===== src/rtl/cordic_pkg.sv =====
// Shared types and constants for the CORDIC job scheduler.
// Engine geometry and the scheduler FSM encoding.
package cordic_pkg;
  localparam int FP_W                = 32;
  localparam int ENG_ITERS_PER_CYCLE = 4;
  localparam int ENG_CYCLES          = 4;

  typedef enum logic [1:0] {
    IDLE,
    ISSUE,
    WAIT,
    RESP
  } state_e;
endpackage


===== src/rtl/rr_arbiter.sv =====
// Round-robin arbiter: first request strictly after ptr wins,
// returned as a one-hot grant plus its encoded index.
module rr_arbiter #(
  parameter int NREQ = 4,
  parameter int IDW  = 2
) (
  input  logic [NREQ-1:0] req,
  input  logic [IDW-1:0]  ptr,
  output logic [NREQ-1:0] gnt,
  output logic [IDW-1:0]  idx
);
  localparam int PW = $clog2(NREQ);

  logic          found;
  logic [PW-1:0] jj;

  always_comb begin
    gnt   = '0;
    idx   = '0;
    found = 1'b0;
    jj    = '0;
    for (int k = 0; k < NREQ; k++) begin
      jj = PW'((int'(ptr) + 1 + k) % NREQ);
      if (!found && req[jj]) begin
        found   = 1'b1;
        gnt[jj] = 1'b1;
        idx     = IDW'(jj);
      end
    end
  end
endmodule


===== src/rtl/cordic_job_scheduler.sv =====
// Shares one iterative CORDIC cosine engine between NREQ requesters,
// with round-robin grant, a one-entry response buffer and a watchdog.
module cordic_job_scheduler
  import cordic_pkg::*;
#(
  parameter int NREQ    = 4,
  parameter int IDW     = 2,
  parameter int TIMEOUT = 15
) (
  input  logic                 clock,
  input  logic                 aclr,
  input  logic                 clk_en,
  input  logic [NREQ-1:0]      req_valid,
  input  logic [FP_W*NREQ-1:0] req_data,
  output logic [NREQ-1:0]      req_ready,
  output logic                 eng_start,
  output logic [FP_W-1:0]      eng_dataa,
  input  logic                 eng_done,
  input  logic [FP_W-1:0]      eng_result,
  output logic                 rsp_valid,
  input  logic                 rsp_ready,
  output logic [FP_W-1:0]      rsp_data,
  output logic [IDW-1:0]       rsp_id,
  output logic                 rsp_err,
  output logic                 busy
);
  localparam int WW = $clog2(TIMEOUT) + 1;

  state_e          state_q, state_d;
  logic            start_q, start_d;
  logic [FP_W-1:0] dataa_q, dataa_d;
  logic [IDW-1:0]  id_q, id_d;
  logic [IDW-1:0]  rr_q, rr_d;
  logic [WW-1:0]   wdog_q, wdog_d;
  logic            rvld_q, rvld_d;
  logic [FP_W-1:0] rdata_q, rdata_d;
  logic [IDW-1:0]  rid_q, rid_d;
  logic            rerr_q, rerr_d;

  logic [NREQ-1:0] gnt;
  logic [IDW-1:0]  gidx;
  logic [FP_W-1:0] ops [NREQ];
  logic            accept;

  for (genvar i = 0; i < NREQ; i++) begin : g_ops
    assign ops[i] = req_data[FP_W*i +: FP_W];
  end

  rr_arbiter #(
    .NREQ (NREQ),
    .IDW  (IDW)
  ) u_arb (
    .req (req_valid),
    .ptr (rr_q),
    .gnt (gnt),
    .idx (gidx)
  );

  // A grant is only real on a cycle the registers will actually advance.
  assign accept    = clk_en && !aclr && (state_q == IDLE) && (|req_valid);
  assign req_ready = accept ? gnt : '0;

  always_comb begin
    state_d = state_q;
    start_d = 1'b0;
    dataa_d = dataa_q;
    id_d    = id_q;
    rr_d    = rr_q;
    wdog_d  = wdog_q;
    rvld_d  = rvld_q;
    rdata_d = rdata_q;
    rid_d   = rid_q;
    rerr_d  = rerr_q;
    unique case (state_q)
      IDLE: begin
        if (accept) begin
          dataa_d = ops[gidx];
          id_d    = gidx;
          rr_d    = gidx;
          start_d = 1'b1;
          state_d = ISSUE;
        end
      end
      ISSUE: begin
        wdog_d  = '0;
        state_d = WAIT;
      end
      WAIT: begin
        if (eng_done) begin
          rdata_d = eng_result;
          rid_d   = id_q;
          rerr_d  = 1'b0;
          rvld_d  = 1'b1;
          state_d = RESP;
        end else if (wdog_q == WW'(TIMEOUT - 1)) begin
          rdata_d = '0;
          rid_d   = id_q;
          rerr_d  = 1'b1;
          rvld_d  = 1'b1;
          state_d = RESP;
        end else begin
          wdog_d = wdog_q + 1'b1;
        end
      end
      RESP: begin
        if (rsp_ready) begin
          rvld_d  = 1'b0;
          state_d = IDLE;
        end
      end
      default: state_d = IDLE;
    endcase
  end

  always_ff @(posedge clock) begin
    if (aclr) begin
      state_q <= IDLE;
      start_q <= 1'b0;
      dataa_q <= '0;
      id_q    <= '0;
      rr_q    <= IDW'(NREQ - 1);
      wdog_q  <= '0;
      rvld_q  <= 1'b0;
      rdata_q <= '0;
      rid_q   <= '0;
      rerr_q  <= 1'b0;
    end else if (clk_en) begin
      state_q <= state_d;
      start_q <= start_d;
      dataa_q <= dataa_d;
      id_q    <= id_d;
      rr_q    <= rr_d;
      wdog_q  <= wdog_d;
      rvld_q  <= rvld_d;
      rdata_q <= rdata_d;
      rid_q   <= rid_d;
      rerr_q  <= rerr_d;
    end
  end

  assign eng_start = start_q;
  assign eng_dataa = dataa_q;
  assign rsp_valid = rvld_q;
  assign rsp_data  = rdata_q;
  assign rsp_id    = rid_q;
  assign rsp_err   = rerr_q;
  assign busy      = (state_q != IDLE);
endmodule


===== config.mk =====
export PLATFORM = sky130hd
export DESIGN_NAME = cordic_job_scheduler
export DESIGN_NICKNAME = d
export VERILOG_FILES = /design/src/rtl/cordic_pkg.sv /design/src/rtl/rr_arbiter.sv /design/src/rtl/cordic_job_scheduler.sv
export SDC_FILE = /design/constraint.sdc
export NUM_CORES = 1
export LEC_CHECK = 0
export ABC_AREA = 1
export CAP_MARGIN = 20
export CORE_UTILIZATION = 40
export CTS_CLUSTER_DIAMETER = 40
export CTS_CLUSTER_SIZE = 14
export DETAILED_ROUTE_END_ITERATION = 6
export HOLD_SLACK_MARGIN = 0.1
export PLACE_DENSITY = 0.89
export SYNTH_ARGS = -nofsm -noshare
export SYNTH_HDL_FRONTEND = slang
export SYNTH_HIERARCHICAL = 1
export SYNTH_SLANG_ARGS = --single-unit

===== constraint.sdc =====
create_clock -name clock -period 3.2 [get_ports clock]
set_input_delay 0.96 -clock clock [delete_from_list [all_inputs] [get_ports clock]]
set_output_delay 0.96 -clock clock [all_outputs]
set_load 0.02 [all_outputs]

==> impl_metrics.csv <==
group,metric,value,unit
run_status,status,"completed",
power_and_ir_drop,cellPowerDensity,534,mW/mm^2
placement,gp_congestion,0.883,
final_layout,instances_no_fill,1067,
synth,syn_inst,678,
critical_path,rrSetupSlack,350,ps
synth,yosysTopAreaCell,"dfxtp_1",
timing,layout_setup_ws,117,ps
synth,synth_area_leaders,"dfxtp_1 (34%), nor2_1 (14%), o21ai_0 (7.7%)",
routing,wl_per_cell,15.1,um
grt,grt_busiest_layer,"met2",
timing,slew_headroom,41.6,%
synth,ys_top_cells_by_count,"nor2_1 (180), dfxtp_1 (80), o21ai_0 (72)",
final_layout,ff_latch_area,0.00160,sq mm
critical_path,reg2reg_from,"rr_q[0]",
synth,yosysUniqueCellTypes,30,
cts,path_clk_slew,60,ps
critical_path,setup.worst_path.start,"req_valid[0]",
synth,synth_most_common_cell,"nor2_1",
final_layout,multi_input_area,0.00280,sq mm
routing,drt-initial-drc-count,211,
power_and_ir_drop,ir_drop,0.390,mV
power_and_ir_drop,clock_power_share,25.4,%
power_and_ir_drop,power,4.14,mW
die,start_util,41.2,%
placement,io_buffers,242,
die,die_w,110,um
grt,grt_usage,26.5,%
timing,finalSetupViolations,0,
synth,avgSynthCellArea,6.94,sq um
grt,grt_use_met3,5.76,%
critical_path,r2r_end,"eng_dataa[26]",
grt,antenna_found_initial,2,
power_and_ir_drop,p_sw,1.56,mW
timing,finClkSkew,11.8,ps
power_and_ir_drop,p_sw_share,37.8,%
critical_path,cp_common_cell,"nand2_4",
routing,viasPerCell,5.12,
synth,synth_top_area_share,34.0,%
critical_path,cp_cell_sequence,"clkdlybuf4s15_1 > nand2_2 > nand2_4 > nand2_4 > nand2_4 > nor2_4 > a21oi_2 > nand3_2 > inv_1 > nor2_1 > buf_4",
critical_path,path_class,"input port to output pin",
power_and_ir_drop,seq_power_share,27.4,%
critical_path,critPathCapture,"req_ready[2]",
power_and_ir_drop,p_comb_share,47.2,%
grt,grt-ovfl-total,0,
grt,grt_pass1_vias,5530,
critical_path,crit_fanout,5,
timing,hold_viol,0,
final_layout,fin_area,0.00775,sq mm
die,die_area,0.0122,sq mm
die,die_h,110,um
cts,htree_levels,3,
cts,clockBufferDepth,2,
cts,root_buffer,"clkbuf_16",
critical_path,max_stage_delay,220,ps
synth,ys_seq_area_share,34.0,%
placement,place_inst,1045,
worst_hold_path,hold_path.class,"flop to flop",
power_and_ir_drop,power_leakage,3.01,nW
synth,ys_ff_latch,80,
routing,routed_wl,16.1,mm
critical_path,cp-start-kind,"input port",
die,core-area,0.0114,sq mm
critical_path,crit_arrival,2120,ps
critical_path,crit_path_top_delay_cell,"clkdlybuf4s15_1",
timing,maxSlewViolCount,0,
synth,synth_ff_type,"dfxtp_1",
cts,clk_latency,340,ps
power_and_ir_drop,p_int,2.57,mW
timing,layout_min_cycle_time,3080,ps
routing,via_count,5461,
placement,dp_slack,-603,ps
routing,ant_nets,0,
critical_path,crit_required,2240,ps
grt,grt_max_degree,70,
timing,finalCritPeriodShare,96.4,%
timing,worst_slew_pin_slew,877,ps
grt,grtUsageMet2,47.6,%
final_layout,area_growth_syn_to_layout,64.6,%
die,rows,39,
grt,grt_pass1_wl,26.3,mm
timing,max_freq,324,MHz
synth,syn-num-nets,860,
final_layout,num-fill-cells,954,
routing,dr.pass1.iters,5,
placement,dp_hpwl,11.8,mm
flow_run,max_cap_viol_count,0,
synth,async_reset_ff_share,0,%
routing,drc,0,
cts,numCtsBuffers,9,
synth,synth_edf_count,0,
synth,netlist_area,0.00471,sq mm
critical_path,crit_path_end_kind,"output pin",
grt,use_met1,29.7,%
cts,cts_tree,"built",
placement,dpl-instance-area,0.00735,sq mm
final_layout,drive_above_1_share,14.8,%
die,ios,243,
final_layout,final_nets,1099,
critical_path,reg2reg_depth,18,
synth,ys_warn_count,6,
cts,cts_sinks,80,
-- cell families after synthesis --
group,count (synthesis),share of synthesized area (%)
xor gates and xnor gates,1,0.186
and+or+nand+nor,310,30.7
adders and majority gates,13,3.46
AOI/OAI and AO/OA,189,23.2
DFF,80,34.0
buffers and inverters,85,8.40
-- final cells by class --
cell class / count / share of cell area (%)
diodes: 2 / 0.0646
clock buffers: 9 / 2.91
clock inverters: 7 / 1.02
inverters: 38 / 1.84
multi-input cells: 513 / 36.1
flip-flops and latches: 80 / 20.7
well taps: 143 / 2.31
repair buffers: 275 / 35.1
-- worst min-delay path by stage --
| stage | from | end | slack [ps] | cells after the start |
|---|---|---|---|---|
| after floorplan | id_q[0] | id_q[0] | 440 | 2 |
| after global placement | rsp_id[1] | rsp_id[1] | 430 | 2 |
| after detailed placement | rsp_id[1] | rsp_id[1] | 440 | 2 |
| after CTS | rsp_id[1] | rsp_id[1] | 450 | 2 |
| after global routing | rsp_id[1] | rsp_id[1] | 480 | 2 |
| final | rsp_id[1] | rsp_id[1] | 450 | 2 |
-- worst max-delay path, delay by kind of cell --
| kind | cells | cell delay (ps) |
|---|---|---|
| compound gates | 1 | 90 |
| buf+inv | 3 | 400 |
| simple gates | 7 | 650 |
-- through the flow --
step           hold WS, ps  utilization, %  setup TNS, ps
2_1_floorplan          437               -              0
3_3_place_gp           434            64.4          -3760
3_5_place_dp           441            64.4          -4870
4_1_cts                454            67.1              0
5_1_grt                483            67.8          -47.5
6_report               448            67.8              0
-- cell usage in the layout, fill, tap and decap left out, drive strengths merged --
cell type,instances
a211oi,1
a21oi,56
a22oi,28
buf,38
bufinv,1
clkbuf,12
clkdlybuf4s15,1
clkdlybuf4s50,233
clkinv,1
clkinvlp,2
dfxtp,80
diode,2
ha,13
inv,41
nand2,59
nand3,26
nand3b,1
nand4,6
nor2,185
nor3,32
o21ai,103
o21bai,1
or2,1
xor2,1
-- flip-flops by register name, summed over array words and instances (netlist names) --
register and flops:
eng_dataa 32, eng_start 1, id_q 2, rr_q 2
rsp_data 32, rsp_err 1, rsp_id 2, rsp_valid 1
state_q 2, wdog_q 5
-- power groups by stage --
stage	Sequential, mW	Combinational (mW)	Clock [mW]
finish	1.13	1.95	1.05
global route	1.15	2.17	1.11
CTS	1.13	1.91	1.07
detailed placement	1.16	1.89	0
global placement	1.15	1.86	0
floorplan	1.24	1.06	0
-- metal layers --
metal	part of all wire, %	vias to the layer above
li1	-	2746
met1	40	2494
met2	51	188
met3	5.5	33
met4	3.6	0
met5	0	-
-- timing repair --
item / CTS / global route
hold buffers: 0 / 0
buffers inserted: 2 / 2
pin swaps: 5 / 12
resized for setup: 25 / 28
setup endpoints to repair: 4 / 4
No activity file was read; power rests on OpenSTA's default activity.
